`src/rtl/multi_countdown_timer.sv`:
```
// NUM_CH independent seconds countdown timers, each with its own sub-second prescaler,
// per-channel pause and a one-cycle expiry pulse. Optional feature macro: TIMER_AUTORELOAD_EN.
module multi_countdown_timer #(
    parameter int NUM_CH        = 4,
    parameter int SEC_W         = 4,
    parameter int TICKS_PER_SEC = 25000000,
    parameter int RST_SEC       = 4
) (
    input  logic                    clk,
    input  logic                    rst,
    input  logic [NUM_CH-1:0]       set,
    input  logic [NUM_CH*SEC_W-1:0] new_sec,
    input  logic [NUM_CH-1:0]       pause,
    output logic [NUM_CH*SEC_W-1:0] cur_sec,
    output logic [NUM_CH-1:0]       running,
    output logic [NUM_CH-1:0]       expired
);
    localparam int                TCNT_W    = $clog2(TICKS_PER_SEC);
    localparam logic [TCNT_W-1:0] TCNT_LAST = TCNT_W'(TICKS_PER_SEC - 1);
    localparam logic [TCNT_W-1:0] TCNT_ZERO = {TCNT_W{1'b0}};
    localparam logic [TCNT_W-1:0] TCNT_ONE  = TCNT_W'(1);
    localparam logic [SEC_W-1:0]  SEC_RST   = SEC_W'(RST_SEC);
    localparam logic [SEC_W-1:0]  SEC_ZERO  = {SEC_W{1'b0}};
    localparam logic [SEC_W-1:0]  SEC_ONE   = SEC_W'(1);

    typedef enum logic [1:0] {
        ST_IDLE = 2'd0,
        ST_RUN  = 2'd1,
        ST_HOLD = 2'd2
    } state_e;

    localparam state_e ST_RST = (RST_SEC != 0) ? ST_RUN : ST_IDLE;

    for (genvar gi = 0; gi < NUM_CH; gi++) begin : g_ch
        state_e            state_q, state_d;
        logic [TCNT_W-1:0] tcnt_q, tcnt_d;
        logic [SEC_W-1:0]  sec_q, sec_d;
        logic              exp_q, exp_d;
        logic [SEC_W-1:0]  new_s, reload_s;
        logic              set_s, pause_s, pend_s, cnt_en_s, wrap_s, expire_s;

        assign set_s   = set[gi];
        assign pause_s = pause[gi];
        assign new_s   = new_sec[gi*SEC_W +: SEC_W];

`ifdef TIMER_AUTORELOAD_EN
        logic [SEC_W-1:0] reload_q;

        // Reload value tracks the most recent load strobe
        always_ff @(posedge clk or posedge rst) begin
            if (rst) begin
                reload_q <= SEC_RST;
            end else if (set_s) begin
                reload_q <= new_s;
            end else begin
                reload_q <= reload_q;
            end
        end

        assign reload_s = reload_q;
        // The cycle after an expiry pulse is spent loading the reload value
        assign pend_s   = exp_q && (state_q != ST_IDLE);
`else
        assign reload_s = SEC_ZERO;
        assign pend_s   = 1'b0;
`endif

        // HOLD with pause released counts in that same cycle, so a pause costs exactly its length
        assign cnt_en_s = (state_q != ST_IDLE) && !pause_s && !pend_s;
        assign wrap_s   = cnt_en_s && (tcnt_q == TCNT_LAST);
        assign expire_s = wrap_s && (sec_q == SEC_ONE);

        always_ff @(posedge clk or posedge rst) begin
            if (rst) begin
                state_q <= ST_RST;
                tcnt_q  <= TCNT_ZERO;
                sec_q   <= SEC_RST;
                exp_q   <= 1'b0;
            end else begin
                state_q <= state_d;
                tcnt_q  <= tcnt_d;
                sec_q   <= sec_d;
                exp_q   <= exp_d;
            end
        end

        always_comb begin
            state_d = state_q;
            if (set_s) begin
                if (new_s == SEC_ZERO) begin
                    state_d = ST_IDLE;
                end else if (pause_s) begin
                    state_d = ST_HOLD;
                end else begin
                    state_d = ST_RUN;
                end
            end else begin
                case (state_q)
                    ST_IDLE: state_d = ST_IDLE;
                    ST_RUN, ST_HOLD: begin
                        if (pend_s) begin
                            if (reload_s == SEC_ZERO) begin
                                state_d = ST_IDLE;
                            end else if (pause_s) begin
                                state_d = ST_HOLD;
                            end else begin
                                state_d = ST_RUN;
                            end
                        end else if (pause_s) begin
                            state_d = ST_HOLD;
                        end else if (expire_s) begin
                            state_d = (reload_s != SEC_ZERO) ? ST_RUN : ST_IDLE;
                        end else begin
                            state_d = ST_RUN;
                        end
                    end
                    default: state_d = ST_IDLE;
                endcase
            end
        end

        always_comb begin
            tcnt_d = tcnt_q;
            sec_d  = sec_q;
            exp_d  = 1'b0;
            if (set_s) begin
                tcnt_d = TCNT_ZERO;
                sec_d  = new_s;
            end else if (state_q == ST_IDLE) begin
                tcnt_d = TCNT_ZERO;
            end else if (pend_s) begin
                tcnt_d = TCNT_ZERO;
                sec_d  = reload_s;
            end else if (wrap_s) begin
                tcnt_d = TCNT_ZERO;
                sec_d  = (sec_q != SEC_ZERO) ? (sec_q - SEC_ONE) : SEC_ZERO;
                exp_d  = expire_s;
            end else if (cnt_en_s) begin
                tcnt_d = tcnt_q + TCNT_ONE;
            end else begin
                tcnt_d = tcnt_q;
            end
        end

        assign cur_sec[gi*SEC_W +: SEC_W] = sec_q;
        assign running[gi]                = (state_q == ST_RUN);
        assign expired[gi]                = exp_q;
    end

endmodule

```
`config.mk`:
```
export PLATFORM = sky130hd
export DESIGN_NAME = multi_countdown_timer
export DESIGN_NICKNAME = d
export VERILOG_FILES = /design/src/rtl/multi_countdown_timer.sv
export SDC_FILE = /design/constraint.sdc
export NUM_CORES = 1
export LEC_CHECK = 0
export CORE_MARGIN = 5
export CORE_UTILIZATION = 35
export DETAILED_ROUTE_END_ITERATION = 10
export PLACE_DENSITY = 0.6
export SLEW_MARGIN = 15
export SYNTH_ARGS = -nofsm -noshare
export SYNTH_HDL_FRONTEND = slang
export SYNTH_SLANG_ARGS = --single-unit
export TNS_END_PERCENT = 30
```
`constraint.sdc`:
```
create_clock -name clk -period 11.2 [get_ports clk]
set_clock_uncertainty 0.15 [all_clocks]
set_input_delay 1.68 -clock clk [delete_from_list [all_inputs] [get_ports clk]]
set_output_delay 1.68 -clock clk [all_outputs]
set_load 0.01 [all_outputs]
```
---- After elaboration in Yosys (flattened, before gate mapping) ----
Cells that the tools add are included.
storage, ports and cells
  register bits ........................... 128
  latch bits .............................. 0
  RAM bits ................................ 0
  memory bits (read-only) ................. 0
  output and inout port bits .............. 24
  word-level logic and storage cells ...... 160
  memories kept ........................... 0
operators by class
  add/sub/neg operators ................... 8
  multiply operators ...................... 0
  divide/modulo/power cells ............... 0
  order comparisons ....................... 0
  equality and inequality tests ........... 20
  shift operators ......................... 0
  muxes and demuxes ....................... 68
  bitwise logic cells ..................... 0
  reductions and logical operators ........ 48
operator list
  operator                                          count
  2-to-1 mux 25 bit                                 16
  adder 25 x 1 -> 25 bit, second input constant     4
  == test 25 bit, second input constant             4
  2-to-1 mux 4 bit                                  16
  2-to-1 mux 2 bit                                  20
  nonzero test 4 bit                                8
  == test 4 x 1 -> 1 bit, second input constant     4
  zero test 4 bit                                   4
  2-to-1 mux 1 bit                                  16
  nonzero test 2 bit                                8
  subtractor 4 x 1 -> 4 bit, second input constant  4
  logical AND 1 bit                                 12
  == test 2 x 1 -> 1 bit, second input constant     4
  == test 2 bit, second input constant              4
  zero test 2 bit                                   4
  inequality test 2 bit, second input constant      4
  AND reduction 2 bit                               4
  OR reduction 2 bit                                4
  zero test 1 bit                                   4

---- Logic depth before layout (Yosys ltp) ----
  depth in word-level cells ............... 8
  depth in mapped cells ................... 9

---- Worst setup path after synthesis ----
No wires, ideal clock.
  kind .................................... input port to flip-flop
  from .................................... in pause[3]
  to ...................................... reg g_ch[3].state_q[0]
  setup time .............................. 0.089 ns
  arrival ................................. 3.085 ns
  data required time ...................... 10.961 ns
  path slack .............................. 7.876 ns
  stages on the path ...................... 5
  path through ............................ or4_1 -> or3_1 -> or2_1 -> and4bb_1 -> nor3_1
on the way
  longest elaborated chain between the ends .. 8
RTL lines
  element                 line  text
  start: declaration      13    input logic [NUM_CH-1:0] pause,
  zero test 1 bit         69    assign cnt_en_s = (state_q != ST_IDLE) && !pause_s && !pend_s;
  logical AND 1 bit       69
  logical AND 1 bit       70    assign wrap_s = cnt_en_s && (tcnt_q == TCNT_LAST);
  logical AND 1 bit       71    assign expire_s = wrap_s && (sec_q == SEC_ONE);
  2-to-1 mux 1 bit        111   end else if (expire_s) begin
  2-to-1 mux 2 bit        109   end else if (pause_s) begin
  2-to-1 mux 2 bit        98    case (state_q)
  2-to-1 mux 2 bit *      89    if (set_s) begin
  net g_ch[3].state_d[0]  35    state_e state_q, state_d;
  end signal: assignment  80    state_q <= state_d;
  end: declaration        35
The timed path passes the listed nets; every way through them passes the cells marked *.
A chain may end at the register's enable or synchronous reset.

---- Final worst setup path ----
  from .................................... in pause[0]
  to ...................................... reg g_ch[0].tcnt_q[11]
on the way
  longest elaborated chain between the ends .. 6
RTL lines
  element                 line  text
  zero test 1 bit *       69
  logical AND 1 bit *     69
  logical AND 1 bit       70
  2-to-1 mux 25 bit       134   end else if (wrap_s) begin
  2-to-1 mux 25 bit       129   end else if (state_q == ST_IDLE) begin
  2-to-1 mux 25 bit       126   if (set_s) begin
  end signal: assignment  81    tcnt_q <= tcnt_d;
  end: declaration        36    logic [TCNT_W-1:0] tcnt_q, tcnt_d;
Every way passes the cells marked *; elsewhere a longest branch is shown, timed or not.

==> out/results.txt <==
Root Driver: clkbuf_16
flops & latches, synth: 128
Tmin final: 3.91 ns
final wirelength: 14400 um
grt ovf: 0
CTS H-tree depth: 4
post-synthesis sequential area ratio: 47.1%
Max clock buf depth: 2
initial antenna violation count: 0
Async S/R FF share, synth: 100%
GRT Total Usage: 13.8%
Die Wd: 150 um
Fin Setup TNS: 0 ns
half-perimeter wire length after placement: 9750 um
period utilization: 34.9%
Max Cap Violations: 0
IO buf count: 49
Setup-failing EPs final: 0
Req. time, crit path: 11.31 ns
Mapped Area: 6820 sq um
max incr delay on CP: 0.62 ns
fillcell total: 1900
cells on worst reg2reg path: 7
Reg clk slew, reported paths: 0.05 ns
placed instance area: 7530 sq um
Area Overhead vs Synth: 18.2%
post_cts resized: 0
power consumption: 1.06 mW
CP Depth: 6
crit path buf inv count: 1
Avg Vias per Cell: 5.03
site row count: 51
drt wl/cell: 13.8 um
vias: 5263
Hold Path Cell Cnt: 2
WP data arrival: 4.02 ns
ANT nets after route: 0
ys flop type: dfrtp_1
# diodes: 0
final instance area: 8060 sq um
worst setup path class: in -> reg
clk sinks: 128
clock latency on the worst-skew pair: 0.42 ns
Worst setup EP type: register
crit path max-delay cell type: or4_1
number of global-route vias before repair: 5091
CP cell instances: clkdlybuf4s50_1 > nor3_1 > nand2_1 > or4_1 > nand2b_1 > nor2_1
layout cells sized above 1: 6.02%
first-pass GRT wire length: 25100 um
cell family with most CP delay: simple AND/OR/NAND/NOR gates
detailed-route DRC error count: 0
Synth cell types: 57
Hold Buf Count CTS: 0
CTS tree: done
CTS buffer count: 17
pin count of the biggest net entering global routing: 66
Avg Inst Size Synth: 9.41 sq um
Starting Density: 35.2%
Power Density: 132 nW/um^2
HP Class: reg -> reg
Post-layout nets: 806
core area: 19300 sq um
Die Height: 150 um
RSZ-0062 raised after global routing: no
Final Hold Viols: 0
Syn. warnings: 0
Die Area: 22400 sq um
Cells after Synth: 724
leakage: 3.21 nW
Hold Slack: 0.378 ns
gp weighted congestion: 0.777
max-slew violations: 0
Slew headroom: 33.1%
crit path launch type: primary input
outcome: finished clean
maximum clock rate: 0.256 GHz
slew of the pin with the lowest slew margin: 0.990 ns
I/O pin cnt: 50
number of synthesized flops with an enable pin: 0
DR iter-0 viols: 297
Pre-Repair DR Iteration Count: 4
critical path fanouts, max: 21
VDD IR max: 113 uV
Mapped Nets: 762
Post-CTS Setup Bufs: 0
## final timing paths
kind,slack (ns),start,to
min in group asynchronous,1.61,rst,g_ch[0].sec_q[3]
worst max register to register,8.22,g_ch[2].state_q[0],g_ch[2].tcnt_q[7]
worst min-delay path,0.38,g_ch[2].sec_q[2],g_ch[2].sec_q[2]
worst max-delay path,7.29,pause[0],g_ch[0].tcnt_q[11]
worst min register to register,0.38,g_ch[2].sec_q[2],g_ch[2].sec_q[2]
max in group asynchronous,7.93,rst,g_ch[2].tcnt_q[14]
## cell type report
| type | instances | area (sq um) | share of cell area (%) |
|---|---|---|---|
| flip-flops and latches | 128 | 3210 | 39.9 |
| well taps | 265 | 332 | 4.11 |
| multi-input cells | 553 | 3420 | 42.5 |
| clock inverters | 2 | 10.0 | 0.124 |
| inverters | 18 | 70.1 | 0.869 |
| repair buffers | 50 | 498 | 6.18 |
| clock buffers | 30 | 514 | 6.38 |
## synth_stat cells (all sizes together), types with 6 or more instances
cell type,instances,area share (%)
dfrtp,120,44
buf,7,0.66
nor3,29,2.1
and4,8,1.0
clkbuf,18,0.99
nand2,68,3.7
dfstp,8,3.1
nor4b,6,0.95
xor2,50,6.4
nor4,17,2.2
or4,9,1.0
nand3,38,2.8
nor2b,12,1.1
inv,18,0.99
nor2,118,6.5
xnor2,37,4.8
nand4,33,3.2
and3,21,1.9
a21oi,9,0.66
o31a,6,0.77
ha,12,2.2
mux2i,6,0.88
o21ai,15,1.1
## sequential cells by signal, summed over array words and instances, names as in the netlist
name / flops
g_ch.state_q: 8
g_ch.exp_q: 4
g_ch.tcnt_q: 100
g_ch.sec_q: 16
## cells in the final DEF (no fill, tap or decap), types with 12 or more instances in the layout
cell,count
inv_1,17
xnor2_1,37
nor3_1,29
nor2_1,118
o21ai_0,12
clkbuf_16,17
dfrtp_1,120
clkdlybuf4s50_1,49
nor4_1,13
ha_1,12
nand4_1,32
xor2_1,50
and3_1,20
nand3_1,38
nor2b_1,12
nand2_1,68
## kinds of logic after synthesis
group | synth area share, %
XOR/XNOR | 11.2
AND/OR/NAND/NOR | 30.9
buffers and inverters | 2.64
multiplexers | 0.881
flip-flops | 47.1
AO/OA/AOI/OAI | 5.07
adder cells (fa/ha/maj) | 2.20
## metrics by stage
step | worst slack, ns | utilization (%) | std cells
global route | 7.08 | 41.7 | 1046
global placement | 6.92 | 39.0 | 1014
detailed placement | 6.85 | 39.0 | 1014
finish | 7.29 | 41.7 | 1046
floorplan | 5.97 | - | 724
CTS | 7.28 | 41.7 | 1046
## power breakdown
| group | internal (mW) | leakage, nW | switching [mW] |
|---|---|---|---|
| logic | 0.0348 | 1.23 | 0.0480 |
| registers | 0.475 | 1.73 | 0.0112 |
| clock network | 0.306 | 0.257 | 0.189 |
| total | 0.815 | 3.21 | 0.248 |
## worst register-to-register path, delay by kind of cell (launching register included)
kind / cells / cell delay, ns
adders and majority gates: 1 / 0.26
buffers and inverters: 1 / 0.04
DFF: 1 / 0.53
and+or+nand+nor: 5 / 1.84
## routing by layer
metal  track usage (%)  vias up  routed length (um)
met5                 0        -                   0
met4              4.16        0                 158
met3              4.42       16                 755
met2              20.8       92                6410
met1              18.9     2527                7090
li1                  -     2628                   -
Note: power is estimated with default switching activity, not from simulation.
